--- config.mk ---
export PLATFORM = sky130hd
export DESIGN_NAME = cpu_control_unit
export DESIGN_NICKNAME = d
export VERILOG_FILES = /design/src/rtl/cpu_control_unit.sv
export SDC_FILE = /design/constraint.sdc
export NUM_CORES = 1
export LEC_CHECK = 0
export CELL_PAD_IN_SITES_DETAIL_PLACEMENT = 1
export CELL_PAD_IN_SITES_GLOBAL_PLACEMENT = 2
export CORE_MARGIN = 2
export CORE_UTILIZATION = 22
export CTS_CLUSTER_DIAMETER = 200
export DETAILED_ROUTE_END_ITERATION = 12
export GPL_TIMING_DRIVEN = 0
export HOLD_SLACK_MARGIN = 0.12
export MAX_ROUTING_LAYER = met4
export PLACE_DENSITY_LB_ADDON = 0.1
export SLEW_MARGIN = 20
export SYNTH_ARGS = -nofsm -noshare
export SYNTH_HDL_FRONTEND = slang
export SYNTH_SLANG_ARGS = --single-unit
--- constraint.sdc ---
create_clock -name clk -period 3.69 [get_ports clk]
set_input_delay 0.369 -clock clk [delete_from_list [all_inputs] [get_ports clk]]
set_output_delay 0.369 -clock clk [all_outputs]
set_load 0.1 [all_outputs]
--- src/rtl/cpu_control_unit.sv ---
// Microcoded sequencer for the 8-bit bus CPU: step counter, control-word decode and halt.
// Optional macro CTRL_COND_JUMP_EN enables the JC/JZ conditional jumps.
module cpu_control_unit #(
    parameter int EARLY_END = 1
) (
    input  logic        clk,
    input  logic        rst_n,
    input  logic        step_en,
    input  logic [3:0]  opcode,
    input  logic        flag_c,
    input  logic        flag_z,
    output logic [15:0] ctrl,
    output logic [2:0]  step,
    output logic        instr_done,
    output logic        halted
);

    localparam logic [15:0] PC_OUT    = 16'h0001;
    localparam logic [15:0] PC_ADD    = 16'h0002;
    localparam logic [15:0] PC_LOAD   = 16'h0004;
    localparam logic [15:0] MAR_IN    = 16'h0008;
    localparam logic [15:0] RAM_IN    = 16'h0010;
    localparam logic [15:0] RAM_OUT   = 16'h0020;
    localparam logic [15:0] IR_IN     = 16'h0040;
    localparam logic [15:0] IR_OUT    = 16'h0080;
    localparam logic [15:0] A_IN      = 16'h0100;
    localparam logic [15:0] A_OUT     = 16'h0200;
    localparam logic [15:0] B_IN      = 16'h0400;
    localparam logic [15:0] ALU_OUT   = 16'h0800;
    localparam logic [15:0] ALU_SUB   = 16'h1000;
    localparam logic [15:0] FLAGS_IN  = 16'h2000;
    localparam logic [15:0] OUTPUT_IN = 16'h4000;
    localparam logic [15:0] HLT       = 16'h8000;

    localparam logic [3:0] OP_LDA = 4'h1;
    localparam logic [3:0] OP_ADD = 4'h2;
    localparam logic [3:0] OP_OUT = 4'h3;
    localparam logic [3:0] OP_SUB = 4'h4;
    localparam logic [3:0] OP_STA = 4'h5;
    localparam logic [3:0] OP_LDI = 4'h6;
    localparam logic [3:0] OP_JMP = 4'h7;
    localparam logic [3:0] OP_JC  = 4'h8;
    localparam logic [3:0] OP_JZ  = 4'h9;
    localparam logic [3:0] OP_HLT = 4'hF;

    typedef enum logic [2:0] {T0, T1, T2, T3, T4, T5} step_t;

    step_t       state;
    step_t       last_step;
    step_t       final_step;
    logic [15:0] exec_ctrl;

    // Execute-phase microcode; only consulted from T2 onward.
    always_comb begin
        exec_ctrl = '0;
        last_step = T2;
        case (opcode)
            OP_LDA: begin
                last_step = T3;
                case (state)
                    T2:      exec_ctrl = IR_OUT | MAR_IN;
                    T3:      exec_ctrl = RAM_OUT | A_IN;
                    default: exec_ctrl = '0;
                endcase
            end
            OP_ADD, OP_SUB: begin
                last_step = T4;
                case (state)
                    T2:      exec_ctrl = IR_OUT | MAR_IN;
                    T3:      exec_ctrl = RAM_OUT | B_IN;
                    T4:      exec_ctrl = ALU_OUT | A_IN | FLAGS_IN
                                       | ((opcode == OP_SUB) ? ALU_SUB : 16'h0000);
                    default: exec_ctrl = '0;
                endcase
            end
            OP_STA: begin
                last_step = T3;
                case (state)
                    T2:      exec_ctrl = IR_OUT | MAR_IN;
                    T3:      exec_ctrl = A_OUT | RAM_IN;
                    default: exec_ctrl = '0;
                endcase
            end
            OP_OUT: if (state == T2) exec_ctrl = A_OUT | OUTPUT_IN;
            OP_LDI: if (state == T2) exec_ctrl = IR_OUT | A_IN;
            OP_JMP: if (state == T2) exec_ctrl = IR_OUT | PC_LOAD;
`ifdef CTRL_COND_JUMP_EN
            OP_JC:  if (state == T2 && flag_c) exec_ctrl = IR_OUT | PC_LOAD;
            OP_JZ:  if (state == T2 && flag_z) exec_ctrl = IR_OUT | PC_LOAD;
`endif
            OP_HLT: if (state == T2) exec_ctrl = HLT;
            default: exec_ctrl = '0;
        endcase
    end

`ifndef CTRL_COND_JUMP_EN
    logic unused_flags;
    assign unused_flags = flag_c | flag_z;
`endif

    always_comb begin
        if (halted) begin
            ctrl = '0;
        end else begin
            case (state)
                T0:      ctrl = PC_OUT | MAR_IN;
                T1:      ctrl = RAM_OUT | IR_IN | PC_ADD;
                default: ctrl = exec_ctrl;
            endcase
        end
    end

    assign final_step = (EARLY_END != 0) ? last_step : T5;
    assign instr_done = !halted && (state == final_step);
    assign step       = state;

    // Step counter and sticky halt; everything frozen once halted.
    always_ff @(posedge clk or negedge rst_n) begin
        if (!rst_n) begin
            state  <= T0;
            halted <= 1'b0;
        end else if (step_en && !halted) begin
            if (ctrl[15]) begin
                halted <= 1'b1;
                state  <= T0;
            end else if (instr_done) begin
                state <= T0;
            end else begin
                state <= step_t'(state + 3'd1);
            end
        end
    end

endmodule

# Word level (Yosys, flattened, before mapping)
# Index checks and enable logic that the tools add are counted.
[op_classes]
add_sub_neg = 1
n_eq_ne = 13
mux = 14
n_reduce_logical = 7
[op_table]
columns = ["op", "count"]
rows = [
  ["case mux 16 bit (7 select lines)", 1],
  ["case mux 14 bit (3 select lines)", 1],
  ["two-way mux 16 bit", 2],
  ["case mux 16 bit (2 select lines)", 1],
  ["case mux 10 bit (2 select lines)", 1],
  ["case mux 9 bit (2 select lines)", 1],
  ["== test 4 x 3 -> 1 bit (second input constant)", 4],
  ["two-way mux 15 bit", 1],
  ["two-way mux 13 bit", 1],
  ["two-way mux 9 bit", 1],
  ["== test 4 x 2 -> 1 bit (second input constant)", 2],
  ["two-way mux 8 bit", 1],
  ["== test 3 x 2 -> 1 bit (second input constant)", 2],
  ["two-way mux 3 bit", 2],
  ["case mux 3 bit (2 select lines)", 1],
  ["== test 4 x 1 -> 1 bit (second input constant)", 1],
  ["== test 4 bit (second input constant)", 1],
  ["OR reduction 2 bit", 2],
  ["adder 3 x 1 -> 3 bit (second input constant)", 1],
  ["== test 3 x 1 -> 1 bit (second input constant)", 1],
  ["== test 3 bit", 1],
  ["== test 3 bit (second input constant)", 1],
  ["zero test 3 bit", 1],
  ["logical AND 1 bit", 2],
  ["other kinds (2)", 2],
]
[word_totals]
regBits = 4
output_inout_bits = 21
wordCells = 37

# Longest topological paths before layout
[logic_depth]
word_depth = 7
depth_mapped = 6
ltp_nobuf = 6

# Worst setup path after synthesis
# OpenSTA, ideal clock, no wires.
[synth_timing]
kind = "reg2out"
startpoint = "register state[0] (netlist: step[0])"
endpoint = "output ctrl[9]"
arrival_time_ns = 4.750
setup_slack_ns = -1.429
path_stages_with_launch = 7
n_path_buf = 0
cell_sequence = "dfrtp_1 inv_1 ha_1 nor2_1 o21bai_1 nor3_1 or2_1"
[synth_via]
elab_chain_len = 5
[synth_rtl]
columns = ["item", "line", "rtl"]
rows = [
  ["from (decl)", "48", "step_t state;"],
  ["from (signal assigned)", "129", "state <= step_t'(state + 3'd1);"],
  ["== test 3 bit (tied with other cells)", "68", "case (state)"],
  ["case mux 14 bit (3 select lines) (tied with other cells)", "68", ""],
  ["case mux 16 bit (7 select lines)", "57", "case (opcode)"],
  ["case mux 16 bit (2 select lines) (*)", "105", "case (state)"],
  ["two-way mux 16 bit (*)", "102", "if (halted) begin"],
  ["to (decl)", "12", "output logic [15:0] ctrl,"],
]
# Every way passes the cells marked *; elsewhere a longest branch is shown, timed or not.

# Worst setup path in the final report
[layout_timing]
startpoint = "register state[0] (netlist: step[0])"
endpoint = "output ctrl[2]"
[layout_via]
elab_chain_len = 5
[layout_rtl]
columns = ["item", "line"]
rows = [
  ["== test 3 bit (tied with other cells)", "68"],
  ["case mux 14 bit (3 select lines) / two-way mux 8 bit (equally long branches)", "68, 86"],
  ["case mux 16 bit (7 select lines)", "57"],
  ["case mux 16 bit (2 select lines) (*)", "105"],
  ["two-way mux 16 bit (*)", "102"],
]
# Marked as above.

==> results.md <==
Timing:
- Across all hold checks on the routed design, the worst slack comes to 332 ps.
- Setup repair after global routing left no endpoint under its margin.
- The number of pins with negative max-slew slack in the final report is 0.
- Across all setup checks in the final design, the least slack found is 150 ps.
- The setup violation total in the final timing report is 0.
- The max-slew headroom at the worst pin is 34.3%.
- The maximum achievable frequency is 0.282 GHz.
- The setup clock skew after layout is 2.46 ps.
- The number of hold violations in the final report is 0.
- The final critical path time including I/O delays and setup is 3540 ps.
- The worst path uses 95.9% of the clock period.
- The measured slew at the worst slew-check pin is 983 ps.

Hold path:
- The min-delay analysis places its worst path in the category input pin to async pin.

GRT:
- The number of global-route vias before repair is 721.
- Global routing finished with a remaining overflow of 0.
- The global-route wire length before repair is 3280 um.
- Entering global routing, the biggest net connects 11 pins.
- Global routing used 13.7% of the available tracks across all layers.
- The initial antenna violation count is 0.

Floorplan:
- The die outline area is 3190 um^2.
- The height of the die is 56.5 um.
- The initial core utilization is 22.5%.
- The floorplan has 19 rows.
- During I/O placement, the number of pins put on the boundary was 30.
- The area of the core region is 2690 um^2.
- The width of the die is 56.5 um.

Placement:
- Summed over all nets, the half-perimeter wirelength after detailed placement is 1570 um.
- The post-place setup slack is 98.3 ps.
- The number of I/O port buffers is 25.
- The congestion estimate from routability-driven global placement came to 0.725.

Drt:
- The total number of vias is 698.
- For this run, design rule violations remaining after detail routing come to 0.
- Dividing the detail-routed wire length by the instance count gives 13.8 um.
- For this block, the initial DRC count from the detailed router was 11.
- The mean number of vias per cell is 5.02.
- The total iterations of the first detailed-routing run is 3.
- In this run the remaining antenna-violating nets after routing total 0.
- The wire length reported by the detailed router is 1930 um.

Critical path:
- The critical-path maximum fanout is 6.
- The required arrival time at the worst endpoint is 3320 ps.
- The path type of the worst setup path is register to output pin.
- The arrival time at the worst endpoint is 3170 ps.
- The endpoint kind of the worst setup timing path is an output pin.
- The worst setup path is launched from a register.

Final layout:
- The count of inserted antenna diode cells is 0.
- The most common cell after layout, fill and taps aside is sky130_fd_sc_hd__clkdlybuf4s50_1.
- The post-route netlist has 16.7% of its cells at a drive strength greater than 1.
- The layout overhead on the synthesized area is 57.9%.
- The number of nets in the finished design is 124.
- The library cells used most frequently in the layout, excluding fill and tap cells, are sky130_fd_sc_hd__clkdlybuf4s50_1 (20), sky130_fd_sc_hd__nand2_1 (10), sky130_fd_sc_hd__nor2_1 (8).

Synth:
- The count of different cell masters after synthesis is 35.
- Yosys printed 0 warnings.
- The post-synthesis cell area is 606 um^2.
- The number of nets handed over by synthesis was 94.
- Synthesis produced 80 cells.
- The sequential element share of the synthesized area is 16.5%.
- The average instance in the mapped netlist occupies 7.57 um^2.
- Synthesis inferred 4 register bits.

Clock network:
- The TritonCTS sink count is 4.
- CTS built an H-tree with a depth of 1.
- The insertion delay of the later-clocked pin in the worst-skew pair is 240 ps.
- Clock-pin slew was measured on the worst setup and hold paths at 40 ps.
- The TritonCTS buffer count is 3.
- The clock passes through at most 2 buffers.
- The clock root buffer master is sky130_fd_sc_hd__clkbuf_4.
- TritonCTS built the clock tree.
- The buffer count from post-CTS setup fixing is 0.

Flow run:
- The max-capacitance violation count is 0.

Outcome:
- The flow ran to the end, and the final reports show no timing, DRC or antenna violations.
## layout make-up
type	instances	area, um^2
fill	330	1730
buffer	6	33.8
clock buffer	3	22.5
sequential	4	100
tap	31	38.8
timing repair buffer	25	259
multi-input combinational	64	479
inverter	6	22.5
## final timing paths
path,startpoint,end,slack [ps],cells after the start
min in group clk,step[1]$_DFFE_PN0P_,step[1]$_DFFE_PN0P_,610,2
worst max-delay path,step[0]$_DFFE_PN0P_,ctrl[2],150,6
worst max register to register,step[0]$_DFFE_PN0P_,step[0]$_DFFE_PN0P_,1650,6
worst min register to register,step[1]$_DFFE_PN0P_,step[1]$_DFFE_PN0P_,610,2
worst min-delay path,rst_n,step[1]$_DFFE_PN0P_,330,1
max in group asynchronous,rst_n,step[2]$_DFFE_PN0P_,3190,1
## critical path: stages (launching register included)
cell and delay, ps:
sky130_fd_sc_hd__dfrtp_1 440, sky130_fd_sc_hd__inv_1 140, sky130_fd_sc_hd__ha_1 200, sky130_fd_sc_hd__or4b_4 500
sky130_fd_sc_hd__or3_4 410, sky130_fd_sc_hd__nor2_2 110, sky130_fd_sc_hd__clkdlybuf4s50_1 1130
## per-layer routing
layer | part of all wire (%) | vias up | global-route usage [%]
met3 | 3.7 | 3 | 2.53
met5 | 0 | - | -
met4 | 1.6 | 0 | 6.12
li1 | - | 343 | -
met2 | 52 | 22 | 23.8
met1 | 42 | 330 | 15.0
## repair_timing
action	in CTS	in global routing
gates cloned	0	0
hold endpoints to repair	0	0
hold buffers	0	0
endpoints found under the setup margin	1	4
resized for setup	1	4
## registers in the layout, summed over array words and instances (netlist names)
signal,cells
step,3
halted,1
## synth_stat cells
cell / n / area (um^2)
sky130_fd_sc_hd__nand2_1: 10 / 37.5
sky130_fd_sc_hd__nor2_1: 9 / 33.8
sky130_fd_sc_hd__inv_1: 6 / 22.5
sky130_fd_sc_hd__ha_1: 5 / 62.6
sky130_fd_sc_hd__dfrtp_1: 4 / 100
sky130_fd_sc_hd__buf_4: 3 / 22.5
sky130_fd_sc_hd__clkbuf_1: 3 / 11.3
sky130_fd_sc_hd__nand2b_1: 3 / 18.8
sky130_fd_sc_hd__nor3_1: 3 / 15.0
sky130_fd_sc_hd__nor3b_1: 3 / 22.5
sky130_fd_sc_hd__a21oi_1: 2 / 10.0
sky130_fd_sc_hd__nor4_1: 2 / 12.5
sky130_fd_sc_hd__o21bai_1: 2 / 15.0
sky130_fd_sc_hd__o22ai_1: 2 / 12.5
sky130_fd_sc_hd__o41ai_1: 2 / 17.5
sky130_fd_sc_hd__xnor2_1: 2 / 17.5
sky130_fd_sc_hd__a211oi_2: 1 / 12.5
sky130_fd_sc_hd__a21boi_0: 1 / 7.51
sky130_fd_sc_hd__a21o_1: 1 / 7.51
sky130_fd_sc_hd__a31oi_1: 1 / 6.26
sky130_fd_sc_hd__a32oi_1: 1 / 8.76
sky130_fd_sc_hd__nand3_1: 1 / 5.00
sky130_fd_sc_hd__nand3b_1: 1 / 7.51
sky130_fd_sc_hd__nor3_4: 1 / 16.3
sky130_fd_sc_hd__nor4_4: 1 / 21.3
sky130_fd_sc_hd__o21ai_0: 1 / 5.00
sky130_fd_sc_hd__o21ai_1: 1 / 5.00
sky130_fd_sc_hd__o311ai_1: 1 / 8.76
sky130_fd_sc_hd__o32ai_1: 1 / 8.76
sky130_fd_sc_hd__or2_1: 1 / 6.26
sky130_fd_sc_hd__or2_2: 1 / 6.26
sky130_fd_sc_hd__or3_1: 1 / 6.26
sky130_fd_sc_hd__or3_4: 1 / 11.3
sky130_fd_sc_hd__or4b_1: 1 / 10.0
sky130_fd_sc_hd__or4b_4: 1 / 13.8
## through the flow
step | area [um^2] | utilization [%] | TNS (ps) | instances
finish | 956 | 35.6 | 0 | 139
global route | 956 | 35.6 | 0 | 139
CTS | 946 | 35.2 | 0 | 139
detailed placement | 925 | 34.4 | 0 | 136
global placement | 925 | 34.4 | 0 | 136
floorplan | 636 | - | -919 | 80
## cells by family (layout without fill, tap and decap cells)
group	after synthesis	count (layout)	share of synthesized area (%)
AO/OA/AOI/OAI	17	17	20.7
adder cells (fa/ha/maj)	5	5	10.3
XOR/XNOR	2	2	2.89
buffers and inverters	12	40	9.30
AND/OR/NAND/NOR	40	40	40.3
flip-flops	4	4	16.5
Power is left out: the tool's default activity adds up to more than one toggle a clock period on the data nets, which glitch-free logic cannot reach.
